File: src/rtl/uartprobe_uart_pkg.sv
// Shared encodings and constants for the probe UART (8N1, optional even parity).
// Optional feature macro: UARTPROBE_UART_PARITY_EN.
package uartprobe_uart_pkg;

  localparam logic LINE_IDLE = 1'b1;
  localparam int   DATA_BITS = 8;
  localparam int   IDX_W     = 3;

`ifdef UARTPROBE_UART_PARITY_EN
  typedef enum logic [2:0] {
    RX_IDLE, RX_START, RX_DATA, RX_PARITY, RX_STOP, RX_BREAK
  } rx_state_e;

  typedef enum logic [2:0] {
    TX_IDLE, TX_START, TX_DATA, TX_PARITY, TX_STOP
  } tx_state_e;

  function automatic logic even_parity(input logic [DATA_BITS-1:0] b);
    return ^b;
  endfunction
`else
  typedef enum logic [2:0] {
    RX_IDLE, RX_START, RX_DATA, RX_STOP, RX_BREAK
  } rx_state_e;

  typedef enum logic [1:0] {
    TX_IDLE, TX_START, TX_DATA, TX_STOP
  } tx_state_e;
`endif

endpackage

File: src/rtl/uartprobe_uart_rx.sv
// UART receiver: 2-flop synchroniser, RX FSM, one-byte holding buffer, error pulses.
// Byte valid one cycle after the mid-stop sample; a full buffer without rx_ready drops the new byte (rx_overrun).
module uartprobe_uart_rx
  import uartprobe_uart_pkg::*;
#(
  parameter int CLKS_PER_BIT = 434,
  parameter int BIT_CNT_W    = 16
) (
  input  logic                 clk,
  input  logic                 aresetn,
  input  logic                 uart_rx,
  output logic                 rx_valid,
  output logic [DATA_BITS-1:0] rx_data,
  input  logic                 rx_ready,
  output logic                 rx_frame_err,
  output logic                 rx_overrun,
  output logic                 rx_parity_err
);

  localparam logic [BIT_CNT_W-1:0] HALF_LAST = BIT_CNT_W'(CLKS_PER_BIT / 2 - 1);
  localparam logic [BIT_CNT_W-1:0] FULL_LAST = BIT_CNT_W'(CLKS_PER_BIT - 1);
  localparam logic [IDX_W-1:0]     IDX_LAST  = IDX_W'(DATA_BITS - 1);

  rx_state_e              state_q, state_d;
  logic                   rx_meta_q, rx_meta_d;
  logic                   rxs_q, rxs_d;
  logic [BIT_CNT_W-1:0]   cnt_q, cnt_d;
  logic [IDX_W-1:0]       idx_q, idx_d;
  logic [DATA_BITS-1:0]   shift_q, shift_d;
  logic                   rx_vld_q, rx_vld_d;
  logic [DATA_BITS-1:0]   rx_dat_q, rx_dat_d;
  logic                   frame_err_q, frame_err_d;
  logic                   overrun_q, overrun_d;
  logic                   byte_done;
`ifdef UARTPROBE_UART_PARITY_EN
  logic                   par_bad_q, par_bad_d;
  logic                   par_err_q, par_err_d;
`endif

  always_comb begin
    rx_meta_d   = uart_rx;
    rxs_d       = rx_meta_q;
    state_d     = state_q;
    cnt_d       = cnt_q + BIT_CNT_W'(1);
    idx_d       = idx_q;
    shift_d     = shift_q;
    frame_err_d = 1'b0;
    byte_done   = 1'b0;
`ifdef UARTPROBE_UART_PARITY_EN
    par_bad_d   = par_bad_q;
    par_err_d   = 1'b0;
`endif

    case (state_q)
      RX_IDLE: begin
        cnt_d = '0;
`ifdef UARTPROBE_UART_PARITY_EN
        par_bad_d = 1'b0;
`endif
        if (rxs_q != LINE_IDLE) state_d = RX_START;
      end
      RX_START: begin
        // Re-check the line half a bit in so short glitches are ignored.
        if (cnt_q == HALF_LAST) begin
          cnt_d   = '0;
          idx_d   = '0;
          state_d = (rxs_q == LINE_IDLE) ? RX_IDLE : RX_DATA;
        end
      end
      RX_DATA: begin
        if (cnt_q == FULL_LAST) begin
          cnt_d   = '0;
          shift_d = {rxs_q, shift_q[DATA_BITS-1:1]};
          idx_d   = idx_q + IDX_W'(1);
          if (idx_q == IDX_LAST) begin
`ifdef UARTPROBE_UART_PARITY_EN
            state_d = RX_PARITY;
`else
            state_d = RX_STOP;
`endif
          end
        end
      end
`ifdef UARTPROBE_UART_PARITY_EN
      RX_PARITY: begin
        if (cnt_q == FULL_LAST) begin
          cnt_d   = '0;
          state_d = RX_STOP;
          if (rxs_q != even_parity(shift_q)) begin
            par_bad_d = 1'b1;
            par_err_d = 1'b1;
          end
        end
      end
`endif
      RX_STOP: begin
        if (cnt_q == FULL_LAST) begin
          cnt_d = '0;
          if (rxs_q == LINE_IDLE) begin
`ifdef UARTPROBE_UART_PARITY_EN
            byte_done = !par_bad_q;
`else
            byte_done = 1'b1;
`endif
            state_d = RX_IDLE;
          end else begin
            frame_err_d = 1'b1;
            state_d     = RX_BREAK;
          end
        end
      end
      RX_BREAK: begin
        // Wait out a held-low line so it cannot look like a new start bit.
        cnt_d = '0;
        if (rxs_q == LINE_IDLE) state_d = RX_IDLE;
      end
      default: begin
        cnt_d   = '0;
        state_d = RX_IDLE;
      end
    endcase

    rx_vld_d  = rx_vld_q;
    rx_dat_d  = rx_dat_q;
    overrun_d = 1'b0;
    if (byte_done) begin
      if (!rx_vld_q || rx_ready) begin
        rx_vld_d = 1'b1;
        rx_dat_d = shift_q;
      end else begin
        overrun_d = 1'b1;
      end
    end else if (rx_vld_q && rx_ready) begin
      rx_vld_d = 1'b0;
    end
  end

  always_ff @(posedge clk) begin
    if (!aresetn) begin
      state_q     <= RX_IDLE;
      rx_meta_q   <= LINE_IDLE;
      rxs_q       <= LINE_IDLE;
      cnt_q       <= '0;
      idx_q       <= '0;
      shift_q     <= '0;
      rx_vld_q    <= 1'b0;
      rx_dat_q    <= '0;
      frame_err_q <= 1'b0;
      overrun_q   <= 1'b0;
`ifdef UARTPROBE_UART_PARITY_EN
      par_bad_q   <= 1'b0;
      par_err_q   <= 1'b0;
`endif
    end else begin
      state_q     <= state_d;
      rx_meta_q   <= rx_meta_d;
      rxs_q       <= rxs_d;
      cnt_q       <= cnt_d;
      idx_q       <= idx_d;
      shift_q     <= shift_d;
      rx_vld_q    <= rx_vld_d;
      rx_dat_q    <= rx_dat_d;
      frame_err_q <= frame_err_d;
      overrun_q   <= overrun_d;
`ifdef UARTPROBE_UART_PARITY_EN
      par_bad_q   <= par_bad_d;
      par_err_q   <= par_err_d;
`endif
    end
  end

  assign rx_valid     = rx_vld_q;
  assign rx_data      = rx_dat_q;
  assign rx_frame_err = frame_err_q;
  assign rx_overrun   = overrun_q;
`ifdef UARTPROBE_UART_PARITY_EN
  assign rx_parity_err = par_err_q;
`else
  assign rx_parity_err = 1'b0;
`endif

endmodule

File: src/rtl/uartprobe_uart.sv
// Probe UART top: serial TX FSM here, receiver in uartprobe_uart_rx; tx_ready drops the cycle after accept and
// returns exactly one frame time later. Optional even parity via UARTPROBE_UART_PARITY_EN.
module uartprobe_uart
  import uartprobe_uart_pkg::*;
#(
  parameter int CLKS_PER_BIT = 434,
  parameter int BIT_CNT_W    = 16
) (
  input  logic       clk,
  input  logic       aresetn,
  input  logic       uart_rx,
  output logic       uart_tx,
  output logic       rx_valid,
  output logic [7:0] rx_data,
  input  logic       rx_ready,
  input  logic       tx_valid,
  input  logic [7:0] tx_data,
  output logic       tx_ready,
  output logic       rx_frame_err,
  output logic       rx_overrun,
  output logic       rx_parity_err
);

  localparam logic [BIT_CNT_W-1:0] FULL_LAST = BIT_CNT_W'(CLKS_PER_BIT - 1);
  localparam logic [IDX_W-1:0]     IDX_LAST  = IDX_W'(DATA_BITS - 1);

  tx_state_e            state_q, state_d;
  logic [BIT_CNT_W-1:0] cnt_q, cnt_d;
  logic [IDX_W-1:0]     idx_q, idx_d;
  logic [DATA_BITS-1:0] shift_q, shift_d;
  logic                 line_q, line_d;
  logic                 tx_rdy_q, tx_rdy_d;
`ifdef UARTPROBE_UART_PARITY_EN
  logic                 par_q, par_d;
`endif

  always_comb begin
    state_d = state_q;
    cnt_d   = cnt_q + BIT_CNT_W'(1);
    idx_d   = idx_q;
    shift_d = shift_q;
    line_d  = line_q;
`ifdef UARTPROBE_UART_PARITY_EN
    par_d   = par_q;
`endif

    case (state_q)
      TX_IDLE: begin
        cnt_d  = '0;
        line_d = LINE_IDLE;
        if (tx_valid && tx_rdy_q) begin
          shift_d = tx_data;
          idx_d   = '0;
          line_d  = ~LINE_IDLE;
          state_d = TX_START;
`ifdef UARTPROBE_UART_PARITY_EN
          par_d   = even_parity(tx_data);
`endif
        end
      end
      TX_START: begin
        if (cnt_q == FULL_LAST) begin
          cnt_d   = '0;
          line_d  = shift_q[0];
          shift_d = shift_q >> 1;
          state_d = TX_DATA;
        end
      end
      TX_DATA: begin
        if (cnt_q == FULL_LAST) begin
          cnt_d = '0;
          if (idx_q == IDX_LAST) begin
`ifdef UARTPROBE_UART_PARITY_EN
            line_d  = par_q;
            state_d = TX_PARITY;
`else
            line_d  = LINE_IDLE;
            state_d = TX_STOP;
`endif
          end else begin
            line_d  = shift_q[0];
            shift_d = shift_q >> 1;
            idx_d   = idx_q + IDX_W'(1);
          end
        end
      end
`ifdef UARTPROBE_UART_PARITY_EN
      TX_PARITY: begin
        if (cnt_q == FULL_LAST) begin
          cnt_d   = '0;
          line_d  = LINE_IDLE;
          state_d = TX_STOP;
        end
      end
`endif
      TX_STOP: begin
        if (cnt_q == FULL_LAST) begin
          cnt_d   = '0;
          state_d = TX_IDLE;
        end
      end
      default: begin
        cnt_d   = '0;
        line_d  = LINE_IDLE;
        state_d = TX_IDLE;
      end
    endcase

    tx_rdy_d = (state_d == TX_IDLE);
  end

  always_ff @(posedge clk) begin
    if (!aresetn) begin
      state_q  <= TX_IDLE;
      cnt_q    <= '0;
      idx_q    <= '0;
      shift_q  <= '0;
      line_q   <= LINE_IDLE;
      tx_rdy_q <= 1'b1;
`ifdef UARTPROBE_UART_PARITY_EN
      par_q    <= 1'b0;
`endif
    end else begin
      state_q  <= state_d;
      cnt_q    <= cnt_d;
      idx_q    <= idx_d;
      shift_q  <= shift_d;
      line_q   <= line_d;
      tx_rdy_q <= tx_rdy_d;
`ifdef UARTPROBE_UART_PARITY_EN
      par_q    <= par_d;
`endif
    end
  end

  assign uart_tx  = line_q;
  assign tx_ready = tx_rdy_q;

  uartprobe_uart_rx #(
    .CLKS_PER_BIT (CLKS_PER_BIT),
    .BIT_CNT_W    (BIT_CNT_W)
  ) u_rx (
    .clk           (clk),
    .aresetn       (aresetn),
    .uart_rx       (uart_rx),
    .rx_valid      (rx_valid),
    .rx_data       (rx_data),
    .rx_ready      (rx_ready),
    .rx_frame_err  (rx_frame_err),
    .rx_overrun    (rx_overrun),
    .rx_parity_err (rx_parity_err)
  );

endmodule

File: config.mk
export PLATFORM = sky130hd
export DESIGN_NAME = uartprobe_uart
export DESIGN_NICKNAME = d
export VERILOG_FILES = /design/src/rtl/uartprobe_uart_pkg.sv /design/src/rtl/uartprobe_uart_rx.sv /design/src/rtl/uartprobe_uart.sv
export SDC_FILE = /design/constraint.sdc
export NUM_CORES = 1
export LEC_CHECK = 0
export ABC_AREA = 1
export BUFFER_PORTS_ARGS = -buffer_cell sky130_fd_sc_hd__buf_4
export CAP_MARGIN = 20
export CORE_MARGIN = 2
export CORE_UTILIZATION = 60
export DETAILED_ROUTE_END_ITERATION = 16
export GPL_TIMING_DRIVEN = 0
export HOLD_SLACK_MARGIN = 0.12
export PLACE_DENSITY = 0.81
export SYNTH_ARGS = -nofsm -noshare
export SYNTH_HDL_FRONTEND = slang
export SYNTH_HIERARCHICAL = 1
export SYNTH_SLANG_ARGS = --single-unit
File: constraint.sdc
create_clock -name clk -period 2.15 [get_ports clk]
set_clock_uncertainty 0.15 [all_clocks]
set_input_delay 0.1075 -clock clk [delete_from_list [all_inputs] [get_ports clk]]
set_output_delay 0.1075 -clock clk [all_outputs]
set_load 0.01 [all_outputs]
==> impl_metrics.csv, run 1 <==
group,metric,value,unit
yosys,syn_avg_cell_area,7.43,µm²
place,place.gp.congestion,0.806,
yosys,yosys_warnings,6,
grt,met1_usage,26.3,%
floorplanning,start_util,62.3,%
worst_setup_path,path_buf_inv,3,
yosys,synth-edff-count,0,
worst_setup_path,critPathKind,"register to register",
finish,nets,573,
sta,hold_viol_final,0,
detailed_routing,drcViolationCount,0,
detailed_routing,wl,7260,µm
grt,grt_use_met3,6.85,%
detailed_routing,dr_total_vias,3179,
worst_setup_path,worstPathCellList,"inv_1 -> ha_1 -> nand3_1 -> nor2_4 -> nand2_2 -> clkinv_2 -> nand3_1 -> nor3_1 -> dlygate4sd3_1",
yosys,synth_top_area_share,40.2,%
clocking,post-cts-setup-buffer-count,0,
floorplanning,dieArea,6790,µm²
sta,worst_hold_slack,271,ps
worst_hold_path,hold-path-endpoint,"u_rx/rxs_q$_SDFF_PN1_",
floorplanning,coreArea,5920,µm²
clocking,insertion_delay,340,ps
yosys,synthCells,496,
finish,postLayoutCoreUtil,72.5,%
yosys,yosys.area.top_type,"dfxtp_1",
finish,finalNonFillerCells,624,
worst_setup_path,rr_worst_depth,9,
pwr,vdd_drop_max,755,µV
pwr,p_leak,0.00201,µW
sta,drv_slew,0,
yosys,async_flop_share,0,%
floorplanning,rows,28,
worst_setup_path,rrSetupSlack,150,ps
clocking,cts-buffers-inserted,9,
sta,finalSetupTns,0,ps
place,placed_cells,596,
yosys,synth_ff_type,"dfxtp_1",
sta,post-route-min-period,2000,ps
grt,grt_antenna_before_repair,0,
worst_setup_path,crit_required,2290,ps
worst_setup_path,crit_path_start_kind,"register",
clocking,cts_tree,"built",
clocking,clk_path_buf_depth,2,
clocking,clock-sinks,74,
worst_setup_path,crit_arrival,2140,ps
clocking,cts-htree-levels,3,
place,portBuffers,25,
finish,antennaDiodeCount,0,
floorplanning,die_h,82.4,µm
job,maxCapViolations,0,
worst_hold_path,worstHoldStart,"u_rx/rx_meta_q$_SDFF_PN1_",
grt,gr-usage-met2,41.9,%
worst_hold_path,min_path_type,"register to register",
yosys,synth_commonest_cells,"91 x nand2_1, 86 x nor2_1, 74 x dfxtp_1, 63 x inv_1, 30 x a21oi_1",
worst_setup_path,regToRegStartpoint,"u_rx/cnt_q[1]$_SDFF_PN0_",
finish,drive_gt1_share,16.2,%
detailed_routing,wl_per_cell,11.6,µm
worst_setup_path,critPathMaxStageDelay,550,ps
sta,fin_crit_sh,93.1,%
worst_setup_path,critPathSlowestCell,"dlygate4sd3_1",
grt,overflow,0,
floorplanning,io_pins,27,
yosys,synth.net_count,523,
detailed_routing,dr.first_iter.drc_count,119,
yosys,netlist-cell-type-count,40,
grt,grt-busiest-layer,"met2",
yosys,ys_seq_area_share,40.2,%
sta,setup_viol,0,
worst_setup_path,crit_family,"buffers and inverters",
clocking,clk_pin_slew,80,ps
worst_setup_path,crit_top_cell,"nand3_1",
yosys,syn-cell-area,3690,µm²
sta,rsz0062_at_grt,"false",
place,dp_hpwl,5140,µm
worst_setup_path,critPathCaptureType,"register",
worst_hold_path,hold_path_depth,1,
grt,grtUsageTotal,23.3,%
detailed_routing,via_per_inst,5.09,
outcome,status,"complete, no violations",
clocking,cts_root_buf,"clkbuf_8",
detailed_routing,antenna_left,0,
sta,max_freq,499,MHz
detailed_routing,dr.pass1.iters,4,
grt,grt_pass1_vias,2999,
pwr,power_density,892,nW/µm²
floorplanning,die_w,82.4,µm
finish,syn_to_final_growth,16.5,%
grt,grt_max_degree,13,
yosys,ys_top_cells_by_area,"dfxtp_1 40%, nand2_1 9.3%, nor2_1 8.8%",
worst_setup_path,worst_r2r_endpoint,"u_rx/rx_overrun$_SDFF_PN0_",
grt,grt_pass1_wl,12200,µm
worst_setup_path,worst-path-max-fanout,4,
yosys,post-synth-top-count-cell,"nand2_1",
yosys,synth_seq_cells,74,
[flip-flops by register name, summed over array words and instances, names as in the netlist, 2 cells and up]
name and flops:
u_rx/idx_q 3, cnt_q 16, shift_q 8, u_rx/shift_q 8, u_rx/state_q 3, u_rx/cnt_q 16, u_rx/rx_data 8, state_q 2
idx_q 3
[cells by family after synthesis]
group | synth area share, %
buf+inv | 8.96
flops | 40.2
mux | 1.90
other cells | 0.102
fa+ha+maj | 4.75
xor+xnor | 2.85
compound gates | 9.81
simple gates | 31.4
[how the worst max path moves through the flow]
stage / start / to / slack [ps] / depth (start not counted)
after floorplan: state_q[0]$_SDFF_PN0_ / shift_q[7]$_SDFFE_PN0P_ / 370 / 9
after global placement: state_q[0]$_SDFF_PN0_ / shift_q[7]$_SDFFE_PN0P_ / 260 / 9
after detailed placement: state_q[0]$_SDFF_PN0_ / idx_q[0]$_SDFFE_PN0P_ / 190 / 7
after CTS: u_rx/cnt_q[0]$_SDFF_PN0_ / u_rx/rx_overrun$_SDFF_PN0_ / 100 / 8
after global routing: u_rx/cnt_q[1]$_SDFF_PN0_ / u_rx/rx_overrun$_SDFF_PN0_ / 20 / 9
final: u_rx/cnt_q[1]$_SDFF_PN0_ / u_rx/rx_overrun$_SDFF_PN0_ / 150 / 9
[power by group]
part           switching (µW)  internal [µW]  total [µW]
clock network             502            523        1030
registers                 123           1540        1670
logic                     661            477        1140
[cells in the final DEF (no fill, tap or decap), drive strengths merged, types with 8 or more instances in the layout]
cell | synthesis | layout
a21oi | 33 | 33
buf | 8 | 33
clkbuf | 1 | 10
dfxtp | 74 | 74
dlygate4sd3 | 0 | 14
ha | 14 | 14
inv | 65 | 65
nand2 | 106 | 106
nand3 | 21 | 21
nor2 | 92 | 92
nor3 | 15 | 15
o21ai | 18 | 18
xor2 | 8 | 8
[through the flow]
| stage | power, µW | worst slack, ps | instance area, µm² |
|---|---|---|---|
| finish | 3830 | 148 | 4290 |
| global route | 4080 | 16.4 | 4290 |
| CTS | 3830 | 104 | 4290 |
| detailed placement | 2790 | 186 | 3970 |
| global placement | 2740 | 258 | 3970 |
| floorplan | 2550 | 366 | 3690 |
[final cells by class]
type,instances,area [µm²]
multi-input combinational,346,1880
fill,464,1630
sequential,74,1480
timing repair buffer,39,328
inverter,67,254
clock buffer,9,124
tap,75,93.8
buffer,9,76.3
clock inverter,5,57.6
[per-layer routing]
metal,wire length [µm],up-vias,part of all wire (%)
li1,-,1662,-
met1,3350,1468,46
met2,3620,39,50
met3,189,10,2.6
met4,99,0,1.4
met5,0,-,0
[what timing repair did]
action / in CTS / in global routing
endpoints found under the setup margin: 0 / 4
resized for setup: 0 / 2
endpoints found under the hold margin: 36 / 0
hold buffers: 14 / 0
Power figures use the tool's default switching activity.
==> run 2: changes to the inputs <==
- CTS_CLUSTER_DIAMETER: not set -> 100
- GPL_ROUTABILITY_DRIVEN: not set -> 0
- SYNTH_HIERARCHICAL: 1 -> not set
==> impl_metrics.csv, run 2 <==
group,metric,value,unit
outcome,status,"complete, no violations",
yosys,async_flop_share,0,%
place,portBuffers,24,
floorplanning,coreArea,6390,µm²
sta,finalSetupTns,0,ps
sta,max_freq,534,MHz
place,place_area,4240,µm²
detailed_routing,dr.pass1.iters,4,
worst_setup_path,crit_path_start_kind,"register",
pwr,power_density,913,nW/µm²
detailed_routing,via_per_inst,5.29,
yosys,synth.net_count,561,
yosys,yosys_warnings,0,
pwr,pwr-share-clk,31.9,%
pwr,sequentialPowerShare,38.2,%
yosys,post-synth-top-count-cell,"nand2_1",
clocking,cts-htree-levels,3,
worst_setup_path,crit_required,2290,ps
clocking,clk_path_buf_depth,2,
worst_setup_path,critPathCaptureType,"register",
yosys,ys_seq_area_share,37.4,%
yosys,synth_commonest_cells,"91 x nand2_1, 74 x dfxtp_1, 70 x nor2_1, 67 x inv_1, 30 x nand3_1",
worst_setup_path,worst-path-max-fanout,8,
place,placed_cells,636,
finish,nets,607,
sta,post-route-min-period,1870,ps
sta,drv_slew,0,
pwr,vdd_drop_max,825,µV
clocking,cts_root_buf,"clkbuf_8",
finish,syn_to_final_growth,16.2,%
worst_setup_path,crit_arrival,2020,ps
detailed_routing,drcViolationCount,0,
detailed_routing,wl_per_cell,12.3,µm
pwr,p_switching,1440,µW
sta,worst_hold_slack,269,ps
yosys,synth-edff-count,0,
yosys,synthCells,535,
detailed_routing,dr_total_vias,3504,
detailed_routing,antenna_left,0,
finish,stdcell_area,4610,µm²
floorplanning,die_h,85.3,µm
floorplanning,die_w,85.3,µm
worst_setup_path,critPathKind,"register to register",
clocking,post-cts-setup-buffer-count,0,
worst_hold_path,min_path_type,"register to register",
floorplanning,io_pins,27,
yosys,synth_ff_type,"dfxtp_1",
pwr,swShare,34.3,%
finish,final_common_cell,"nand2_1",
finish,largestRegisters,"cnt_q (16), u_rx.cnt_q (16)",
grt,grt_antenna_before_repair,0,
grt,grtUsageTotal,23.9,%
finish,finalNonFillerCells,663,
finish,n_fill_cell,531,
sta,hold_viol_final,0,
detailed_routing,dr.first_iter.drc_count,146,
yosys,synth_seq_cells,74,
grt,overflow,0,
pwr,combinationalPowerShare,29.9,%
yosys,syn-cell-area,3970,µm²
floorplanning,start_util,62.1,%
finish,drive_gt1_share,21.2,%
pwr,p_leak,0.00198,µW
finish,postLayoutCoreUtil,72.1,%
sta,rsz0062_at_grt,"false",
yosys,ys_top_cells_by_area,"dfxtp_1 37%, nand2_1 8.6%, nor2_1 6.6%",
finish,layout_common_cells,"91 x nand2_1, 74 x dfxtp_1, 70 x nor2_1",
clocking,cts-buffers-inserted,9,
clocking,clock-sinks,74,
grt,grt_pass1_vias,3375,
job,maxCapViolations,0,
yosys,yosys.area.top_type,"dfxtp_1",
floorplanning,dieArea,7270,µm²
pwr,intPower,2760,µW
place,dp_hpwl,5860,µm
yosys,syn_avg_cell_area,7.41,µm²
finish,antennaDiodeCount,0,
yosys,netlist-cell-type-count,44,
floorplanning,rows,29,
sta,fin_crit_sh,87.0,%
grt,grt_pass1_wl,14300,µm
grt,grt_max_degree,15,
clocking,cts_tree,"built",
yosys,synth_top_area_share,37.4,%
detailed_routing,wl,8140,µm
clocking,insertion_delay,360,ps
clocking,clk_pin_slew,90,ps
sta,setup_viol,0,
-- run 2: cell types whose count changed after synthesis, sizes merged, moves of 4 or more --
| cell | change |
|---|---|
| inv | +14 |
| nand4 | +16 |
| nand2 | +5 |
| nand3 | +13 |
| a211oi | -4 |
-- run 2: logic make-up after synthesis --
kind of cell             after synthesis  share of synthesized area, %
AND/OR/NAND/NOR                      282                          36.7
adder cells (fa/ha/maj)               13                          4.10
multiplexers                           7                          1.77
other                                  1                        0.0946
AO/OA/AOI/OAI                         54                          7.48
buffers and inverters                 97                          10.9
XOR/XNOR                               7                          1.55
flip-flops                            74                          37.4
-- run 2: routing by layer --
| layer | routed length, µm | global-route usage, % | up-vias |
|---|---|---|---|
| met5 | 0 | 0 | - |
| met4 | 182 | 8.66 | 0 |
| met3 | 209 | 4.67 | 20 |
| met2 | 4110 | 42.8 | 51 |
| met1 | 3640 | 28.3 | 1639 |
| li1 | - | - | 1794 |
-- run 2: power by group through the flow --
stage               Clock (µW)  Combinational [µW]  Sequential (µW)
floorplan                    0                 979             1620
global placement             0                1170             1630
detailed placement           0                1220             1640
CTS                       1360                1240             1610
global route              1420                1430             1620
finish                    1340                1260             1610
-- run 2: path summary, 6_finish.rpt --
path                        startpoint  slack, ps  depth (start not counted)               endpoint
max reg2reg      state_q[0]$_SDFF_PN0_        280                          8  idx_q[0]$_SDFFE_PN0P_
min          u_rx.rx_meta_q$_SDFF_PN1_        270                          1  u_rx.rxs_q$_SDFF_PN1_
min reg2reg  u_rx.rx_meta_q$_SDFF_PN1_        270                          1  u_rx.rxs_q$_SDFF_PN1_
max              state_q[0]$_SDFF_PN0_        280                          8  idx_q[0]$_SDFFE_PN0P_
-- run 2: timing repair --
item                                    4_1_cts  5_1_grt
endpoints found under the hold margin        31        0
hold buffers                                 12        0
resized for setup                             0        0
endpoints found under the setup margin        0        3
-- run 2: cell type report --
cell class / count / area (µm²) / share of cell area, %
plain buffers: 14 / 121 / 2.63
clock buffers: 9 / 124 / 2.69
clock inverters: 7 / 125 / 2.72
inverters: 82 / 309 / 6.71
multi-input cells: 364 / 2050 / 44.5
flip-flops and latches: 74 / 1480 / 32.2
well taps: 77 / 96.3 / 2.09
repair buffers: 36 / 300 / 6.52
-- run 2: critical path, cell delays in order, from the launching register on --
cell and delay, ps:
dfxtp_1 390, inv_1 100, ha_1 190, buf_2 170
nand2_1 100, nand2_1 90, nor2_1 320, nand3_1 140
a21oi_1 160
-- run 2: stage by stage --
| stage | total power, µW | worst slack (ps) |
|---|---|---|
| after floorplan | 2600 | 399 |
| after global placement | 2800 | 218 |
| after detailed placement | 2850 | 143 |
| after CTS | 4210 | 145 |
| after global routing | 4470 | 162 |
| final | 4210 | 279 |
==> run 3: changes to the inputs <==
- MAX_ROUTING_LAYER: not set -> met4
==> impl_metrics.csv, run 3 (same netlist as run 2, synthesis figures left out) <==
group,metric,value,unit
finish,syn_to_final_growth,16.2,%
clocking,clk_pin_slew,90,ps
grt,overflow,0,
pwr,p_leak,0.00198,µW
sta,drv_slew,0,
sta,post-route-min-period,1860,ps
finish,largestRegisters,"cnt_q (16), u_rx.cnt_q (16)",
clocking,post-cts-setup-buffer-count,0,
detailed_routing,met2_length,4110,µm
clocking,clk_path_buf_depth,2,
grt,grt_pass1_wl,14300,µm
clocking,cts-buffers-inserted,9,
detailed_routing,dr.first_iter.drc_count,138,
clocking,clock-sinks,74,
floorplanning,io_pins,27,
grt,grt_antenna_before_repair,0,
place,place_ws,143,ps
sta,finalSetupTns,0,ps
sta,max_freq,537,MHz
floorplanning,die_w,85.3,µm
finish,finalNonFillerCells,663,
place,dp_hpwl,5860,µm
sta,setup_viol,0,
sta,hold_viol_final,0,
worst_setup_path,critPathKind,"register to register",
detailed_routing,dr_total_vias,3497,
floorplanning,die_h,85.3,µm
finish,final_common_cell,"nand2_1",
finish,multiInputGateArea,2050,µm²
clocking,cts-htree-levels,3,
finish,drive_gt1_share,21.2,%
sta,rsz0062_at_grt,"false",
worst_setup_path,crit_required,2260,ps
job,maxCapViolations,0,
pwr,power_density,914,nW/µm²
finish,postLayoutCoreUtil,72.1,%
floorplanning,rows,29,
sta,setup_slack,289,ps
detailed_routing,wl_met3,223,µm
grt,grt_pass1_vias,3375,
detailed_routing,antenna_left,0,
worst_setup_path,critPathCaptureType,"register",
detailed_routing,wl,8180,µm
floorplanning,dieArea,7270,µm²
place,placed_cells,636,
detailed_routing,wl_met1,3670,µm
detailed_routing,top_layer_used,"met4",
worst_setup_path,worst-path-max-fanout,8,
place,portBuffers,24,
clocking,cts_root_buf,"clkbuf_8",
floorplanning,coreArea,6390,µm²
detailed_routing,via_per_inst,5.27,
grt,grt_max_degree,15,
finish,antennaDiodeCount,0,
finish,nets,607,
worst_setup_path,crit_arrival,1970,ps
sta,fin_crit_sh,86.6,%
detailed_routing,dr.pass1.iters,4,
worst_setup_path,crit_path_start_kind,"register",
worst_hold_path,min_path_type,"register to register",
finish,layout_common_cells,"91 x nand2_1, 74 x dfxtp_1, 70 x nor2_1",
detailed_routing,drcViolationCount,0,
finish,regArea,1480,µm²
clocking,insertion_delay,360,ps
clocking,cts_resized,0,
grt,grtUsageTotal,24.7,%
floorplanning,start_util,62.1,%
finish,n_fill_cell,531,
pwr,vdd_drop_max,826,µV
outcome,status,"complete, no violations",
clocking,cts_tree,"built",
detailed_routing,wl_per_cell,12.3,µm
run 3: worst paths after layout:
kind / startpoint / end / slack (ps) / cells after the start
worst max register to register: state_q[0]$_SDFF_PN0_ / idx_q[1]$_SDFFE_PN0P_ / 290 / 9
worst min-delay path: u_rx.rx_meta_q$_SDFF_PN1_ / u_rx.rxs_q$_SDFF_PN1_ / 270 / 1
worst min register to register: u_rx.rx_meta_q$_SDFF_PN1_ / u_rx.rxs_q$_SDFF_PN1_ / 270 / 1
worst max-delay path: state_q[0]$_SDFF_PN0_ / idx_q[1]$_SDFFE_PN0P_ / 290 / 9
run 3: through the flow:
stage	hold WS, ps	cell area (µm²)	total power [µW]
after global routing	288	4610	4470
after global placement	157	4240	2800
after floorplan	64.1	3970	2600
final	270	4610	4210
after CTS	273	4610	4210
after detailed placement	160	4240	2850
run 3: cell type report:
cell class | instances | share of cell area (%)
clock buffers | 9 | 2.69
clock inverters | 7 | 2.72
repair buffers | 36 | 6.52
multi-input cells | 364 | 44.5
inverters | 82 | 6.71
well taps | 77 | 2.09
plain buffers | 14 | 2.63
flip-flops and latches | 74 | 32.2
run 3: repair_timing:
| action | in CTS | in global routing |
|---|---|---|
| hold buffers | 12 | 0 |
| endpoints found under the hold margin | 31 | 0 |
| endpoints found under the setup margin | 0 | 3 |
run 3: worst max-delay path, stage by stage, from the launching register on:
cell and delay (ps):
dfxtp_1 390, inv_1 100, ha_1 190, buf_2 170
nand2_1 100, nand2_1 90, nor2_1 320, nand3_1 130
nand2_1 90, nor2_1 40
run 3: layer usage:
layer,vias up,track usage (%)
met3,20,4.96
met1,1628,28.3
li1,1793,-
met2,56,42.8
met4,0,8.66
met5,-,-
run 3: report_power, final:
part	internal (µW)	switching, µW	total, µW
registers	1510	101	1610
logic	476	782	1260
clock network	780	565	1350
total	2760	1450	4210
